`src/rtl/mc_pkg.sv`:
```
// Shared constants and types for the multicycle MIPS control unit:
// state codes, opcode/funct values, ALU and PC-source selects, decode and strobe bundles.
package mc_pkg;

    localparam logic [3:0] ST_FETCH   = 4'd0;
    localparam logic [3:0] ST_DECODE  = 4'd1;
    localparam logic [3:0] ST_EXEC_M  = 4'd2;
    localparam logic [3:0] ST_MEM_L   = 4'd3;
    localparam logic [3:0] ST_WRITE   = 4'd4;
    localparam logic [3:0] ST_MEM_S   = 4'd5;
    localparam logic [3:0] ST_EXEC_R  = 4'd6;
    localparam logic [3:0] ST_MEM_R   = 4'd7;
    localparam logic [3:0] ST_EXEC_I  = 4'd8;
    localparam logic [3:0] ST_MEM_I   = 4'd9;
    localparam logic [3:0] ST_EXEC_B  = 4'd10;
    localparam logic [3:0] ST_EXEC_J  = 4'd11;
    localparam logic [3:0] ST_DELAY   = 4'd12;
    localparam logic [3:0] ST_TRAP    = 4'd14;
    localparam logic [3:0] ST_ILLEGAL = 4'd15;

    localparam logic [5:0] OP_RTYPE = 6'b000000;
    localparam logic [5:0] OP_LW    = 6'b100011;
    localparam logic [5:0] OP_SW    = 6'b101011;
    localparam logic [5:0] OP_BEQ   = 6'b000100;
    localparam logic [5:0] OP_BNE   = 6'b000101;
    localparam logic [5:0] OP_J     = 6'b000010;
    localparam logic [2:0] OP_IALU_HI = 3'b001;
    localparam logic [5:0] FUNCT_JR = 6'b001000;

    localparam logic [2:0] ALU_OP_I   = 3'd0;
    localparam logic [2:0] ALU_OP_MEM = 3'd1;
    localparam logic [2:0] ALU_OP_BR  = 3'd2;
    localparam logic [2:0] ALU_OP_R   = 3'd3;
    localparam logic [2:0] ALU_OP_ADD = 3'd4;

    localparam logic [1:0] PCSRC_ALU    = 2'd0;
    localparam logic [1:0] PCSRC_ALUOUT = 2'd1;
    localparam logic [1:0] PCSRC_JUMP   = 2'd2;
    localparam logic [1:0] PCSRC_REG    = 2'd3;

    localparam logic [1:0] ALUB_B      = 2'd0;
    localparam logic [1:0] ALUB_FOUR   = 2'd1;
    localparam logic [1:0] ALUB_IMM    = 2'd2;
    localparam logic [1:0] ALUB_IMM_SH = 2'd3;

    typedef struct packed {
        logic is_r;
        logic is_jr;
        logic is_j;
        logic is_b;
        logic is_l;
        logic is_s;
        logic is_i;
        logic is_illegal;
    } instr_class_t;

    typedef struct packed {
        logic       pc_write;
        logic [1:0] pc_write_cond;
        logic       iord;
        logic       mem_read;
        logic       mem_write;
        logic       mem_to_reg;
        logic       ir_write;
        logic       alu_src_a;
        logic       reg_write;
        logic       reg_dst;
        logic [1:0] alu_src_b;
        logic [1:0] pc_source;
        logic [2:0] alu_op;
    } ctrl_t;

    function automatic logic [5:0] opcode_of(input logic [31:0] instr);
        return instr[31:26];
    endfunction

endpackage

```
`src/rtl/mc_instr_decode.sv`:
```
// Combinational instruction classifier: maps the instruction register onto one-hot
// class flags used by the control FSM.
module mc_instr_decode
    import mc_pkg::*;
#(
    parameter bit JR_EN = 1'b1
) (
    input  logic [31:0]  instr,
    output instr_class_t cls
);

    logic [5:0] op;
    logic [5:0] funct;
    logic       unused_bits;

    assign op    = opcode_of(instr);
    assign funct = instr[5:0];
    // Register and immediate fields are irrelevant to control; sink them explicitly.
    assign unused_bits = ^instr[25:6];

    // NOTE: every output gets a default first so no path through the block infers a latch.
    always_comb begin
        cls = '0;
        if (op == OP_RTYPE) begin
            if (JR_EN && funct == FUNCT_JR) cls.is_jr = 1'b1;
            else                            cls.is_r  = 1'b1;
        end else if (op == OP_J) begin
            cls.is_j = 1'b1;
        end else if (op == OP_BEQ || op == OP_BNE) begin
            cls.is_b = 1'b1;
        end else if (op == OP_LW) begin
            cls.is_l = 1'b1;
        end else if (op == OP_SW) begin
            cls.is_s = 1'b1;
        end else if (op[5:3] == OP_IALU_HI) begin
            cls.is_i = 1'b1;
        end else begin
            cls.is_illegal = 1'b1;
        end
    end

endmodule

```
`src/rtl/mc_control_fsm.sv`:
```
// Multicycle MIPS control FSM with memory handshake, wait watchdog, optional
// branch delay state, jr support, sticky illegal/timeout traps and a retire pulse.
module mc_control_fsm
    import mc_pkg::*;
#(
    parameter bit          DELAY_SLOT    = 1'b1,
    parameter bit          MEM_HANDSHAKE = 1'b1,
    parameter int unsigned WAIT_LIMIT    = 15,
    parameter bit          JR_EN         = 1'b1
) (
    input  logic        cclk,
    input  logic        rst,
    input  logic [31:0] instr,
    input  logic        mem_ready,
    output logic [3:0]  state,
    output logic        pc_write,
    output logic [1:0]  pc_write_cond,
    output logic        iord,
    output logic        mem_read,
    output logic        mem_write,
    output logic        mem_to_reg,
    output logic        ir_write,
    output logic        alu_src_a,
    output logic        reg_write,
    output logic        reg_dst,
    output logic [1:0]  alu_src_b,
    output logic [1:0]  pc_source,
    output logic [2:0]  alu_op,
    output logic        illegal,
    output logic        mem_timeout,
    output logic        retired
);

    localparam int CNT_W = $clog2(WAIT_LIMIT + 1);

    logic [3:0]       state_q, state_d;
    logic [CNT_W-1:0] wait_cnt_q, wait_cnt_d;
    logic             illegal_q, illegal_d;
    logic             mem_timeout_q, mem_timeout_d;
    logic             retired_q, retired_d;

    instr_class_t cls;
    ctrl_t        ctrl;
    logic         ready;
    logic         mem_state;
    logic         at_limit;
    logic         is_bne;
    logic [3:0]   after_branch;
    logic [2:0]   alu_class;

    mc_instr_decode #(.JR_EN(JR_EN)) u_decode (
        .instr (instr),
        .cls   (cls)
    );

    assign ready        = mem_ready | ~MEM_HANDSHAKE;
    assign mem_state    = (state_q == ST_FETCH) || (state_q == ST_MEM_L) || (state_q == ST_MEM_S);
    assign at_limit     = (wait_cnt_q == CNT_W'(WAIT_LIMIT));
    assign is_bne       = cls.is_b && (opcode_of(instr) == OP_BNE);
    assign after_branch = DELAY_SLOT ? ST_DELAY : ST_FETCH;
    assign alu_class    = (cls.is_r || cls.is_jr) ? ALU_OP_R   :
                          cls.is_b                ? ALU_OP_BR  :
                          (cls.is_l || cls.is_s)  ? ALU_OP_MEM : ALU_OP_I;

    // NOTE: sequential state uses non-blocking assignments so every flop samples pre-edge values.
    always_ff @(posedge cclk) begin
        if (rst) begin
            state_q       <= ST_FETCH;
            wait_cnt_q    <= '0;
            illegal_q     <= 1'b0;
            mem_timeout_q <= 1'b0;
            retired_q     <= 1'b0;
        end else begin
            state_q       <= state_d;
            wait_cnt_q    <= wait_cnt_d;
            illegal_q     <= illegal_d;
            mem_timeout_q <= mem_timeout_d;
            retired_q     <= retired_d;
        end
    end

    always_comb begin
        state_d       = state_q;
        wait_cnt_d    = '0;
        illegal_d     = illegal_q;
        mem_timeout_d = mem_timeout_q;
        case (state_q)
            ST_FETCH:  if (ready) state_d = ST_DECODE;
            ST_DECODE: begin
                if (cls.is_jr || cls.is_j)    state_d = ST_EXEC_J;
                else if (cls.is_r)            state_d = ST_EXEC_R;
                else if (cls.is_b)            state_d = ST_EXEC_B;
                else if (cls.is_l || cls.is_s) state_d = ST_EXEC_M;
                else if (cls.is_i)            state_d = ST_EXEC_I;
                else begin
                    state_d   = ST_ILLEGAL;
                    illegal_d = 1'b1;
                end
            end
            ST_EXEC_M: state_d = cls.is_l ? ST_MEM_L : ST_MEM_S;
            ST_MEM_L:  if (ready) state_d = ST_WRITE;
            ST_MEM_S:  if (ready) state_d = after_branch;
            ST_EXEC_B, ST_EXEC_J: state_d = after_branch;
            ST_EXEC_R: state_d = ST_MEM_R;
            ST_EXEC_I: state_d = ST_MEM_I;
            ST_WRITE, ST_MEM_R, ST_MEM_I, ST_DELAY: state_d = ST_FETCH;
            ST_TRAP, ST_ILLEGAL: state_d = state_q;
            default:   state_d = ST_TRAP;
        endcase

        // Ready in the limit cycle completes normally; only a stall at the limit traps.
        if (mem_state && !ready) begin
            if (at_limit) begin
                state_d       = ST_TRAP;
                mem_timeout_d = 1'b1;
            end else begin
                wait_cnt_d = wait_cnt_q + 1'b1;
            end
        end
    end

    assign retired_d = (state_q != ST_FETCH) && (state_d == ST_FETCH);

    always_comb begin
        ctrl = '0;
        if (state_q <= ST_DELAY) ctrl.alu_op = alu_class;
        case (state_q)
            ST_FETCH: begin
                ctrl.mem_read  = 1'b1;
                ctrl.ir_write  = ready;
                ctrl.pc_write  = ready;
                ctrl.alu_src_b = ALUB_FOUR;
                ctrl.alu_op    = ALU_OP_ADD;
            end
            ST_DECODE: begin
                ctrl.alu_src_b = ALUB_IMM_SH;
                ctrl.alu_op    = ALU_OP_ADD;
            end
            ST_EXEC_M, ST_EXEC_I: begin
                ctrl.alu_src_a = 1'b1;
                ctrl.alu_src_b = ALUB_IMM;
            end
            ST_MEM_L: begin
                ctrl.iord     = 1'b1;
                ctrl.mem_read = 1'b1;
            end
            ST_MEM_S: begin
                ctrl.iord      = 1'b1;
                ctrl.mem_write = 1'b1;
            end
            ST_WRITE: begin
                ctrl.reg_write  = 1'b1;
                ctrl.mem_to_reg = 1'b1;
            end
            ST_MEM_R: begin
                ctrl.reg_write = 1'b1;
                ctrl.reg_dst   = 1'b1;
            end
            ST_MEM_I: ctrl.reg_write = 1'b1;
            ST_EXEC_B: begin
                ctrl.alu_src_a     = 1'b1;
                ctrl.pc_source     = PCSRC_ALUOUT;
                ctrl.pc_write_cond = {is_bne, cls.is_b & ~is_bne};
            end
            ST_EXEC_J: begin
                ctrl.pc_write  = 1'b1;
                ctrl.pc_source = cls.is_jr ? PCSRC_REG : PCSRC_JUMP;
            end
            default: ;
        endcase
        if (rst) ctrl = '0;
    end

    assign state         = state_q;
    assign illegal       = illegal_q;
    assign mem_timeout   = mem_timeout_q;
    assign retired       = retired_q;
    assign pc_write      = ctrl.pc_write;
    assign pc_write_cond = ctrl.pc_write_cond;
    assign iord          = ctrl.iord;
    assign mem_read      = ctrl.mem_read;
    assign mem_write     = ctrl.mem_write;
    assign mem_to_reg    = ctrl.mem_to_reg;
    assign ir_write      = ctrl.ir_write;
    assign alu_src_a     = ctrl.alu_src_a;
    assign reg_write     = ctrl.reg_write;
    assign reg_dst       = ctrl.reg_dst;
    assign alu_src_b     = ctrl.alu_src_b;
    assign pc_source     = ctrl.pc_source;
    assign alu_op        = ctrl.alu_op;

endmodule
```
`config.mk`:
```
export PLATFORM = sky130hd
export DESIGN_NAME = mc_control_fsm
export DESIGN_NICKNAME = d
export VERILOG_FILES = /design/src/rtl/mc_pkg.sv /design/src/rtl/mc_instr_decode.sv /design/src/rtl/mc_control_fsm.sv
export SDC_FILE = /design/constraint.sdc
export NUM_CORES = 1
export LEC_CHECK = 0
export CAP_MARGIN = 20
export CORE_MARGIN = 4
export CORE_UTILIZATION = 35
export DETAILED_ROUTE_END_ITERATION = 8
export PLACE_DENSITY = 0.75
export SKIP_CTS_REPAIR_TIMING = 1
export SLEW_MARGIN = 10
export SYNTH_ARGS = -nofsm -noshare
export SYNTH_HDL_FRONTEND = slang
export SYNTH_HIERARCHICAL = 1
export SYNTH_SLANG_ARGS = --single-unit
```
`constraint.sdc`:
```
create_clock -name cclk -period 1.9 [get_ports cclk]
set_input_delay 0.38 -clock cclk [delete_from_list [all_inputs] [get_ports cclk]]
set_output_delay 0.38 -clock cclk [all_outputs]
set_load 0.02 [all_outputs]
```
==> metrics.txt <==
status=complete, but fails checks; failing checks=negative setup slack; Logic pwr share=about four fifths; reg2reg setup slack=0.02 ns; RR Startpoint=state[1]; die width=63.6 µm; CTS tree=built; DRT Wirelength=4.47 mm; Via density=5.61; pwr dens=1200 nW/µm²; vias in the first global route=1525; initial antenna violation count=0; via count=1571; final worst slack=-0.192 ns; Final period util=110%; Slew HR=70.7%; hold crit path type=flop to flop; Final TNS setup=-0.491 ns; DR iter-0 viols=42; Seq pwr share=15.4%; skew final=0.00188 ns; final count of pins violating max slew=0; Nets=286; Clock transition at path regs=about 0.060 ns; DRC Markers=0; CTS buffer count=3; overflow left after global routing=0; GR Util All Layers=19.8%; yosys warns=6; Setup crit start kind=primary input; Final Core Density=76.2%; Sw Pwr=~0.0011 W; RePlAce Congestion=0.859; die area=4050 µm²; H-tree depth=1; Buffers on Ports=39; clock sink count=11; synthesized instance count=157; WS Path Type=primary input to primary output; DR WL/cell=16.0 µm; post-route ant nets=0; fmax=478 MHz; post-DP HPWL=3.26 mm; Syn-to-layout area delta=101%; Critical Path End=alu_op[1]; drt pass-1 iters=4; I/O pins=60; syn nets=between 150 and 200; Int Pwr=0.00146 W; Peak supply drop=767 µV; largest net degree at the start of global routing=25; FF-to-FF End=retired; Worst Reg-to-Reg Cells=7; Non-Filler Instances=280; Final setup viols=5; Die Height=63.6 µm; Worst-Margin Slew=0.436 ns; # fillers=between 200 and 250; share of layout cells above drive strength 1=50.6%; core box area=2850 µm²; Worst EP arrival=1.71 ns; Setup crit start=instr[4]; Syn Area/Cell=about 6.9 µm²; first-pass GRT wire length=around 6.6 mm; Req. time, crit path=roughly 1.5 ns; Pleak=1.08 nW; RSZ-0062 raised after global routing=yes; minimum clock period=2.09 ns; CTS root buf=clkbuf_4; HP Start=wait_cnt_q[0]; Hold WS=0.460 ns; Net Sw Frac=between 40% and 50%; post-synthesis cell area=1080 µm²; Worst setup EP type=primary output; Clock Tree Buf Depth=2; num rows=19; placed cell count=about 270; Worst-Skew Late Latency=between 0.2 and 0.3 ns; MaxCap Viol Count=0; ant diodes=0; clock power share=6.1%; Starting Density=approximately 38%; hold violation total from the final report=0; Worst Path Max Fanout=3
-- registers in the layout, indices dropped and copies added (netlist names) --
register     cells
state            4
wait_cnt_q       4
illegal          1
mem_timeout      1
retired          1
-- per-stage QoR --
stage / instance area (µm²) / power (W) / worst slack (ns)
detailed placement: 1880 / 0.00210 / -0.945
CTS: 1910 / 0.00227 / -0.944
floorplan: 1120 / 0.00122 / -0.0670
global route: 2170 / 0.00279 / -0.213
finish: 2170 / 0.00261 / -0.192
global placement: 1880 / 0.00205 / -0.816
-- area by class of cell --
type                            count  area (µm²)  share of cell area [%]
Timing Repair Buffer               99         878                    40.4
Clock buffer                        4        26.3                    1.21
Multi-Input combinational cell    129         977                    44.9
Tap cell                           31        38.8                    1.78
Sequential cell                    11         231                    10.6
Inverter                            6        22.5                    1.04
-- power by group through the flow --
stage / sequential, W / combinational (W) / clock, W
6_report: 0.000401 / 0.00205 / 0.000159
4_1_cts: 0.000377 / 0.00173 / 0.000166
3_5_place_dp: 0.000383 / 0.00172 / 0
5_1_grt: 0.000411 / 0.00220 / 0.000180
2_1_floorplan: 0.000425 / 0.000793 / 0
3_3_place_gp: 0.000378 / 0.00167 / 0
-- layer usage --
layer / share of wire, % / vias to the layer above / track usage (%)
met2: 53 / 43 / 37.0
met5: 0 / - / 0
li1: - / 762 / -
met3: 2.6 / 14 / 0.888
met1: 42 / 752 / 23.7
met4: 2.4 / 0 / 6.47
-- cell usage in the layout, fill, tap and decap left out, types with 3 or more instances in the layout --
cell / instances
and2_1: 3
dlymetal6s2s_1: 13
clkbuf_4: 5
nor2_2: 3
nor3_2: 5
a21oi_1: 6
o21ai_0: 9
dfxtp_1: 8
buf_2: 4
buf_4: 54
nand2_1: 4
or3_1: 4
clkdlybuf4s50_1: 5
nor3_1: 8
clkbuf_2: 5
buf_6: 12
nand3b_1: 3
nor3_4: 3
nand3_1: 5
dfxtp_4: 3
inv_1: 5
nor4_2: 3
nor2_1: 21
buf_8: 3
nor4_1: 3
-- critical path, cell delays in order --
cell and delay (ns):
buf_6 0.09, nor4_2 0.26, nand3b_1 0.18, buf_4 0.17, nor3b_4 0.15, o31a_2 0.34, buf_6 0.14
-- worst min-delay path by stage --
| stage | end | slack (ns) | cells past startpoint |
|---|---|---|---|
| 2_1_floorplan | wait_cnt_q[0] | 0.42 | 1 |
| 3_3_place_gp | wait_cnt_q[0] | 0.43 | 1 |
| 3_5_place_dp | wait_cnt_q[0] | 0.46 | 1 |
| 4_1_cts | wait_cnt_q[0] | 0.46 | 1 |
| 5_1_grt | wait_cnt_q[0] | 0.50 | 1 |
| 6_report | wait_cnt_q[0] | 0.46 | 1 |
(Power assumes the default switching activity.)
